**src/rtl/imem_loader_if.sv**
```systemverilog
// Byte-stream input and instruction-memory write port of the program loader.
// master = loader side, slave = stream source / memory side.
interface imem_loader_if;
  logic        byte_valid;
  logic [7:0]  byte_data;
  logic        byte_ready;
  logic        mem_we;
  logic [31:0] mem_addr;
  logic [31:0] mem_wdata;
  logic        mem_ready;

  modport master (
    input  byte_valid, byte_data, mem_ready,
    output byte_ready, mem_we, mem_addr, mem_wdata
  );

  modport slave (
    output byte_valid, byte_data, mem_ready,
    input  byte_ready, mem_we, mem_addr, mem_wdata
  );
endinterface

```
**src/rtl/imem_loader.sv**
```systemverilog
// Loads a length-prefixed little-endian byte stream into instruction memory, holding the core in reset meanwhile.
// Define IMEM_LOADER_CHECKSUM_EN to require a trailing 8-bit sum byte over all data bytes.
module imem_loader #(
  parameter logic [31:0] BASE_ADDR = 32'h0000_0000,
  parameter int unsigned MAX_WORDS = 1024,
  parameter int unsigned CNT_W     = 16
) (
  input  logic             clk,
  input  logic             reset,
  input  logic             start,
  imem_loader_if.master    bus,
  output logic             cpu_hold,
  output logic             done,
  output logic             error,
  output logic [CNT_W-1:0] words_written
);

  typedef enum logic [2:0] {
    ST_IDLE  = 3'd0,
    ST_HDR   = 3'd1,
    ST_DATA  = 3'd2,
    ST_WRITE = 3'd3,
`ifdef IMEM_LOADER_CHECKSUM_EN
    ST_CHK   = 3'd4,
`endif
    ST_DONE  = 3'd5,
    ST_ERROR = 3'd6
  } state_t;

  state_t           state_r;
  logic [1:0]       byte_cnt_r;
  logic [23:0]      shift_r;
  logic [CNT_W-1:0] len_r;
  logic [CNT_W-1:0] words_r;
  logic             byte_ready_r;
  logic             mem_we_r;
  logic [31:0]      mem_addr_r;
  logic [31:0]      mem_wdata_r;
  logic             cpu_hold_r;
  logic             done_r;
  logic             error_r;
`ifdef IMEM_LOADER_CHECKSUM_EN
  logic [7:0]       sum_r;

  function automatic logic [7:0] sum8(input logic [7:0] acc, input logic [7:0] b);
    return acc + b;
  endfunction
`endif

  logic             byte_fire_s;
  logic [31:0]      word_s;
  logic [CNT_W-1:0] len_s;
  logic [CNT_W-1:0] words_inc_s;
  logic             last_word_s;
  logic [31:0]      addr_s;

  // Byte handshake, word assembly and next-index decode.
  always_comb begin
    byte_fire_s = bus.byte_valid & byte_ready_r;
    word_s      = {bus.byte_data, shift_r};
    len_s       = word_s[CNT_W-1:0];
    words_inc_s = words_r + {{(CNT_W-1){1'b0}}, 1'b1};
    addr_s      = BASE_ADDR + (32'(words_r) << 32'd2);
    if (words_inc_s == len_r) begin
      last_word_s = 1'b1;
    end else begin
      last_word_s = 1'b0;
    end
  end

  // Loader FSM with all outputs registered.
  always_ff @(posedge clk or posedge reset) begin
    if (reset) begin
      state_r      <= ST_IDLE;
      byte_cnt_r   <= 2'd0;
      shift_r      <= 24'd0;
      len_r        <= {CNT_W{1'b0}};
      words_r      <= {CNT_W{1'b0}};
      byte_ready_r <= 1'b0;
      mem_we_r     <= 1'b0;
      mem_addr_r   <= BASE_ADDR;
      mem_wdata_r  <= 32'd0;
      cpu_hold_r   <= 1'b0;
      done_r       <= 1'b0;
      error_r      <= 1'b0;
`ifdef IMEM_LOADER_CHECKSUM_EN
      sum_r        <= 8'd0;
`endif
    end else begin
      case (state_r)
        ST_IDLE, ST_DONE, ST_ERROR: begin
          if (start) begin
            state_r      <= ST_HDR;
            byte_cnt_r   <= 2'd0;
            words_r      <= {CNT_W{1'b0}};
            byte_ready_r <= 1'b1;
            cpu_hold_r   <= 1'b1;
            done_r       <= 1'b0;
            error_r      <= 1'b0;
`ifdef IMEM_LOADER_CHECKSUM_EN
            sum_r        <= 8'd0;
`endif
          end
        end

        ST_HDR: begin
          if (byte_fire_s) begin
            shift_r    <= word_s[31:8];
            byte_cnt_r <= byte_cnt_r + 2'd1;
            if (byte_cnt_r == 2'd3) begin
              len_r <= len_s;
              if (len_s == {CNT_W{1'b0}}) begin
                state_r      <= ST_DONE;
                byte_ready_r <= 1'b0;
                cpu_hold_r   <= 1'b0;
                done_r       <= 1'b1;
              end else if (32'(len_s) > MAX_WORDS) begin
                state_r      <= ST_ERROR;
                byte_ready_r <= 1'b0;
                cpu_hold_r   <= 1'b0;
                error_r      <= 1'b1;
              end else begin
                state_r <= ST_DATA;
              end
            end
          end
        end

        ST_DATA: begin
          if (byte_fire_s) begin
            shift_r    <= word_s[31:8];
            byte_cnt_r <= byte_cnt_r + 2'd1;
`ifdef IMEM_LOADER_CHECKSUM_EN
            sum_r      <= sum8(sum_r, bus.byte_data);
`endif
            if (byte_cnt_r == 2'd3) begin
              state_r      <= ST_WRITE;
              byte_ready_r <= 1'b0;
              mem_we_r     <= 1'b1;
              mem_wdata_r  <= word_s;
              mem_addr_r   <= addr_s;
            end
          end
        end

        // Request stays frozen until the memory takes it.
        ST_WRITE: begin
          if (bus.mem_ready) begin
            mem_we_r <= 1'b0;
            words_r  <= words_inc_s;
            if (last_word_s) begin
`ifdef IMEM_LOADER_CHECKSUM_EN
              state_r      <= ST_CHK;
              byte_ready_r <= 1'b1;
`else
              state_r      <= ST_DONE;
              cpu_hold_r   <= 1'b0;
              done_r       <= 1'b1;
`endif
            end else begin
              state_r      <= ST_DATA;
              byte_ready_r <= 1'b1;
            end
          end
        end

`ifdef IMEM_LOADER_CHECKSUM_EN
        ST_CHK: begin
          if (byte_fire_s) begin
            byte_ready_r <= 1'b0;
            cpu_hold_r   <= 1'b0;
            if (bus.byte_data == sum_r) begin
              state_r <= ST_DONE;
              done_r  <= 1'b1;
            end else begin
              state_r <= ST_ERROR;
              error_r <= 1'b1;
            end
          end
        end
`endif

        default: begin
          state_r      <= ST_IDLE;
          byte_ready_r <= 1'b0;
          mem_we_r     <= 1'b0;
          cpu_hold_r   <= 1'b0;
        end
      endcase
    end
  end

  assign bus.byte_ready = byte_ready_r;
  assign bus.mem_we     = mem_we_r;
  assign bus.mem_addr   = mem_addr_r;
  assign bus.mem_wdata  = mem_wdata_r;
  assign cpu_hold       = cpu_hold_r;
  assign done           = done_r;
  assign error          = error_r;
  assign words_written  = words_r;

endmodule
```
**src/flat_wrapper.sv**
```systemverilog
// flat-port wrapper written by rule: the top's interface ports become plain ports
module imem_loader_flat 
#(
  parameter logic [31:0] BASE_ADDR = 32'h0000_0000,
  parameter int unsigned MAX_WORDS = 1024,
  parameter int unsigned CNT_W     = 16
)
  (clk, reset, start, cpu_hold, done, error, words_written, bus_byte_valid, bus_byte_data, bus_mem_ready, bus_byte_ready, bus_mem_we, bus_mem_addr, bus_mem_wdata);
  imem_loader_if bus_i ();
  input  logic clk;
  input  logic reset;
  input  logic start;
  output logic cpu_hold;
  output logic done;
  output logic error;
  output logic [CNT_W-1:0] words_written;
  input wire logic [$bits(bus_i.byte_valid)-1:0] bus_byte_valid;
  input wire logic [$bits(bus_i.byte_data)-1:0] bus_byte_data;
  input wire logic [$bits(bus_i.mem_ready)-1:0] bus_mem_ready;
  output wire logic [$bits(bus_i.byte_ready)-1:0] bus_byte_ready;
  output wire logic [$bits(bus_i.mem_we)-1:0] bus_mem_we;
  output wire logic [$bits(bus_i.mem_addr)-1:0] bus_mem_addr;
  output wire logic [$bits(bus_i.mem_wdata)-1:0] bus_mem_wdata;
  assign bus_i.byte_valid = bus_byte_valid;
  assign bus_i.byte_data = bus_byte_data;
  assign bus_i.mem_ready = bus_mem_ready;
  assign bus_byte_ready = bus_i.byte_ready;
  assign bus_mem_we = bus_i.mem_we;
  assign bus_mem_addr = bus_i.mem_addr;
  assign bus_mem_wdata = bus_i.mem_wdata;
  imem_loader #(.BASE_ADDR(BASE_ADDR), .MAX_WORDS(MAX_WORDS), .CNT_W(CNT_W)) u_core (.clk(clk), .reset(reset), .start(start), .bus(bus_i), .cpu_hold(cpu_hold), .done(done), .error(error), .words_written(words_written));
endmodule
```
**config.mk**
```make
export PLATFORM = sky130hd
export DESIGN_NAME = imem_loader_flat
export DESIGN_NICKNAME = d
export VERILOG_FILES = /design/src/rtl/imem_loader_if.sv /design/src/rtl/imem_loader.sv /design/src/flat_wrapper.sv
export SDC_FILE = /design/constraint.sdc
export NUM_CORES = 1
export LEC_CHECK = 0
export ABC_AREA = 1
export CORE_ASPECT_RATIO = 1.5
export CORE_MARGIN = 8
export CORE_UTILIZATION = 40
export DETAILED_ROUTE_END_ITERATION = 8
export REMOVE_ABC_BUFFERS = 1
export SYNTH_ARGS = -nofsm -noshare
export SYNTH_HDL_FRONTEND = slang
export SYNTH_SLANG_ARGS = --single-unit
```
**constraint.sdc**
```tcl
create_clock -name clk -period 4.8 [get_ports clk]
set_input_delay 0.48 -clock clk [delete_from_list [all_inputs] [get_ports clk]]
set_output_delay 0.48 -clock clk [all_outputs]
set_load 0.02 [all_outputs]
```
## Word level (Yosys, flattened, before mapping)

Index checks and enable logic that the tools add are counted.

| word-level totals | value |
|---|---|
| register bits after elaboration | 114 |
| bits of input ports | 13 |
| output and inout port bits | 85 |
| logic and storage cells | 104 |

| cells by class | value |
|---|---|
| add/sub/neg operators | 2 |
| order comparisons | 1 |
| equality and inequality tests | 20 |
| muxes and demuxes | 46 |
| bitwise gates (word level) | 3 |
| reductions and logical operators | 20 |

Operator list:

| cell | number |
|---|---|
| 16-bit two-way mux | 2 |
| 16-bit one-hot mux with 2 select lines | 1 |
| 3-bit two-way mux | 9 |
| 1-bit two-way mux | 25 |
| 16-bit by 1-bit adder with 16-bit output (second input constant) | 1 |
| 16-bit == test | 1 |
| 16-bit by 11-bit greater-than comparator with 1-bit output (second input constant) | 1 |
| 16-bit zero test | 1 |
| 2-bit by 1-bit != test with 1-bit output (second input constant) | 8 |
| 7-bit AND reduction | 2 |
| 3-bit one-hot mux with 4 select lines | 1 |
| 3-bit AND reduction | 4 |
| 6-bit AND reduction | 2 |
| 2-bit != test (second input constant) | 4 |
| 1-bit one-hot mux with 4 select lines | 2 |
| 8-bit AND reduction | 1 |
| 3-bit by 2-bit == test with 1-bit output (second input constant) | 2 |
| 3-bit == test (second input constant) | 2 |
| 1-bit one-hot mux with 3 select lines | 2 |
| 2-bit nonzero test | 3 |
| 2-bit two-way mux | 2 |
| 2-bit one-hot mux with 2 select lines | 1 |
| 4-bit AND reduction | 1 |
| 4-bit OR reduction | 1 |
| 12 further kinds | 13 |

## Longest topological paths before layout

| depth | value |
|---|---|
| word-level depth | 6 |
| mapped depth | 16 |

## Least setup slack after synthesis

OpenSTA, ideal clock, no wires.

| path | value |
|---|---|
| path type | reg2reg |
| from | register u_core.words_r[0] (netlist: u_core.words_written[0]) |
| to | register u_core.done_r (netlist: u_core.done) |
| library setup time | 0.117 ns |
| data arrival time | 1.874 ns |
| data required time | 4.683 ns |
| path slack | 2.809 ns |
| cell stages (with the launch flop) | 16 |
| clock period less this slack | 1.991 ns |
| cells stage by stage | dfrtp_1 -> ha_1 -> nand3_2 -> nor2_4 -> nand2_1 -> and2_4 -> nand2_1 -> nand2_1 -> nor2_1 -> nand2_1 -> nor2_2 -> nand2_1 -> nand2_2 -> nand3_1 -> nand2_1 -> nand2_1 |

| on the way | value |
|---|---|
| longest elaborated chain between the ends | 5 |

Ends and longest elaborated chain:

| element | line | text |
|---|---|---|
| from (decl) | imem_loader.sv:34 | `logic [CNT_W-1:0] words_r;` |
| from (signal assigned) | imem_loader.sv:78 | `words_r <= {CNT_W{1'b0}};` |
| from (signal assigned) | imem_loader.sv:95 | `words_r <= {CNT_W{1'b0}};` |
| from (signal assigned) | imem_loader.sv:150 | `words_r <= words_inc_s;` |
| 16-bit by 1-bit adder with 16-bit output | imem_loader.sv:62 | `words_inc_s = words_r + {{(CNT_W-1){1'b0}}, 1'b1};` |
| 16-bit == test | imem_loader.sv:64 | `if (words_inc_s == len_r) begin` |
| 1-bit two-way mux | imem_loader.sv:64 |  |
| 2-bit by 1-bit != test with 1-bit output (no source line) | - |  |
| 7-bit AND reduction (no source line) | - |  |
| to (signal assigned) | imem_loader.sv:84 | `done_r <= 1'b0;` |
| to (signal assigned) | imem_loader.sv:98 | `done_r <= 1'b0;` |
| to (signal assigned) | imem_loader.sv:116 | `done_r <= 1'b1;` |
| to (decl) | imem_loader.sv:40 | `logic done_r;` |

Every way passes these cells.
A chain may end at the register's enable or synchronous reset.

## Worst setup path in the final report

| path | value |
|---|---|
| from | register u_core.state_r[1] |
| to | register u_core.len_r[0] |

| on the way | value |
|---|---|
| longest elaborated chain between the ends | 2 |

Ends and longest elaborated chain:

| element | line | text |
|---|---|---|
| from (decl) | imem_loader.sv:30 | `state_t state_r;` |
| from (signal assigned) | imem_loader.sv:74 | `state_r <= ST_IDLE;` |
| from (signal assigned) | imem_loader.sv:93 | `state_r <= ST_HDR;` |
| from (signal assigned) | imem_loader.sv:113 | `state_r <= ST_DONE;` |
| 3-bit by 1-bit == test with 1-bit output | imem_loader.sv:90 | `case (state_r)` |
| 3-bit AND reduction (no source line) | - |  |
| to (signal assigned) | imem_loader.sv:77 | `len_r <= {CNT_W{1'b0}};` |
| to (signal assigned) | imem_loader.sv:111 | `len_r <= len_s;` |
| to (decl) | imem_loader.sv:33 | `logic [CNT_W-1:0] len_r;` |

Every way passes these cells.

==> run summary <==
Commonest non-fill, non-tap cell in the layout: nand2_1
Core ar.: 0.0130 sq mm
Worst skew pair latency: 0.41 ns
CP Depth: 7
Fin crit share: 49.6%
Seq cells post-synth: 114
CP cell instances: inv_1 -> nand2_1 -> nor2_1 -> inv_1 -> nor2_2 -> inv_1 -> o21ai_0
Fmax: 420 MHz
WP data arrival: 2.69 ns
Cells after Synth: 645
Final worst slack: 2.42 ns
Synth Area per Inst: 8.29 sq um
CTS Buffer Depth: 2
Slowest-stage cell, CP: nor2_2
Worst r2r src: u_core.state_r[1]
Pre-CTS WS: 2.14 ns
CP dominant cell by count: inv_1
Reg-to-reg slack, setup: 2.42 ns
FP Rows: 51
Routed WL: 13.4 mm
DRC Markers: 0
Layout cells sized above 1: 7.97%
Worst Max-Slew Pin Slew: 1.08 ns
Inserted Clock Buffers: 17
Initial antenna violation count: 0
Setup crit start: u_core.state_r[1]
CTS tree: done
Post-DP HPWL: 9.69 mm
Distinct cells, synth: 32
R2R Path End: u_core.len_r[0]
Cell taking the most area after synthesis: dfrtp_1
WL met1: 5.48 mm
Vias in the first global route: 4492
Layout Utilization: 52.7%
Synth area leaders: dfrtp_1, nand2_1, o21ai_0
Reg clk slew, reported paths: 0.05 ns
Leakage: 3.16 nW
Delay-heaviest family, CP: simple AND/OR/NAND/NOR gates
Tmin final: 2.38 ns
Post-DR vias/cell: 4.88
Starting density of the core: 41.1%
Final Non-Filler Cells: 899
H-tree level count: 4
Crit path kind: reg2reg
Net count, final: 742
Register area share after synthesis: 53.4%
# diodes: 0
CP bufs+invs: 3
Worst hold margin: 0.475 ns
GRT overflow: 0
Die width: 110 um
Hold depth: 2
HP Class: reg2reg
DR iter-0 viols: 183
Wire length on met2: 6.93 mm
Post-CTS setup buffers: 0
Hold Vio Cnt, Final: 0
Drt wl/cell: 14.9 um
Tot Pwr: 3.62 mW
Post-Synthesis Cell Area: 0.00534 sq mm
Number of max-cap violations: 0
Chip height: 158 um
Commonest cells after routing, fill and taps aside: nand2_1, dfrtp_1, o21ai_0
Power per cell area: 527 mW/mm^2
Drt first pass iters: 5
Setup_tns: 0 ns
Met3 wire length: 699 um
Crit end category: register
Rel. slew slack: 28.0%
Crit-path max cell delay: 0.69 ns
Fill cells: 1244
Port Buffers: 81
GPL Wtd Cong: 0.846
VDD IR-drop max: 0.277 mV
Status: completed
Final setup vio count: 0
CP Launch Type: register
Critical Path End: u_core.len_r[0]
Synth warnings: 0
Die area: 0.0174 sq mm
Clock sinks: 114
CTS root buffer: clkbuf_16
Final Cell Area: 0.00687 sq mm
Antenna viol nets, final: 0
Post-cts resize count: 0
Share of the synthesized area in the top cell type: 53.4%
GRT Resource Usage Total: 16.1%
Total number of vias: 4387
Cell Area, Placed: 0.00624 sq mm
RSZ-0062 raised after global routing: no
Total I/O pin count: 98
Critical Path RT: 5.11 ns
Wire length of the first global-routing pass: 21.9 mm
Largest net degree at the start of global routing: 88
Max FO, Critical Path: 27
Top sig layer: met4
Final Skew: 0.00984 ns
Max-slew violation count: 0
Inst Count DP: 867
Area grow syn2layout: 28.5%
R2R depth: 7
Hold buffers post-CTS: 0
[cell type report]
cell class | count | area (sq um) | area share [%]
Timing Repair Buffer | 85 | 841 | 12.2
Clock inverter | 8 | 124 | 1.80
Sequential cell | 114 | 2850 | 41.6
Clock buffer | 24 | 502 | 7.31
Inverter | 78 | 295 | 4.30
Tap cell | 159 | 199 | 2.90
Multi-Input combinational cell | 431 | 2050 | 29.9
[kinds of logic after synthesis]
family	Yosys count	share of synthesized area, %
flip-flops	114	53.4
multiplexers	2	0.421
buffers and inverters	115	9.32
AO/OA/AOI/OAI	117	11.3
AND/OR/NAND/NOR	289	24.0
other	1	0.0702
XOR/XNOR	5	1.08
adder cells (fa/ha/maj)	2	0.468
[flip-flops by register name, summed over array words and instances, names as in the netlist]
name	flops
u_core.done	1
u_core.byte_cnt_r	2
u_core.words_written	16
u_core.state_r	3
u_core.cpu_hold	1
u_core.shift_r	24
u_core.bus.mem_wdata	32
u_core.len_r	16
u_core.error	1
u_core.bus.byte_ready	1
u_core.bus.mem_we	1
u_core.bus.mem_addr	16
[worst reg2reg max path, cell delays in order, from the launching register on]
cell     delay (ns)
dfrtp_1        0.40
inv_1          0.10
nand2_1        0.09
nor2_1         0.30
inv_1          0.18
nor2_2         0.69
inv_1          0.27
o21ai_0        0.26
[power breakdown]
| group | internal [mW] | switching (mW) |
|---|---|---|
| Clock | 0.884 | 0.425 |
| Sequential | 1.17 | 0.139 |
| Combinational | 0.355 | 0.640 |
| Total | 2.41 | 1.21 |
[synthesized netlist by cell type (all sizes together)]
master	number
xnor3	1
a21oi	6
o22ai	12
conb	1
xnor2	2
or2	1
mux2	2
ha	2
buf	24
and2	1
clkbuf	13
nand2	195
nor2	33
o21ai	99
inv	78
xor2	2
nand3	39
nor4	3
nand4	15
nor3	2
dfrtp	114
[how the worst min path moves through the flow]
stage,startpoint,endpoint,slack [ns]
6_report,u_core.error,u_core.error,0.47
5_1_grt,u_core.bus.mem_addr[14],u_core.bus.mem_addr[14],0.51
4_1_cts,u_core.cpu_hold,u_core.cpu_hold,0.48
3_5_place_dp,u_core.done,u_core.done,0.47
3_3_place_gp,u_core.cpu_hold,u_core.cpu_hold,0.46
2_1_floorplan,u_core.shift_r[0],u_core.shift_r[0],0.45
[metal layers]
layer | GRT usage (%) | up-vias
met2 | 27.7 | 102
met5 | 0 | -
met1 | 18.2 | 2050
li1 | - | 2215
met3 | 3.56 | 20
met4 | 7.84 | 0
No activity file was read; power rests on OpenSTA's default activity.
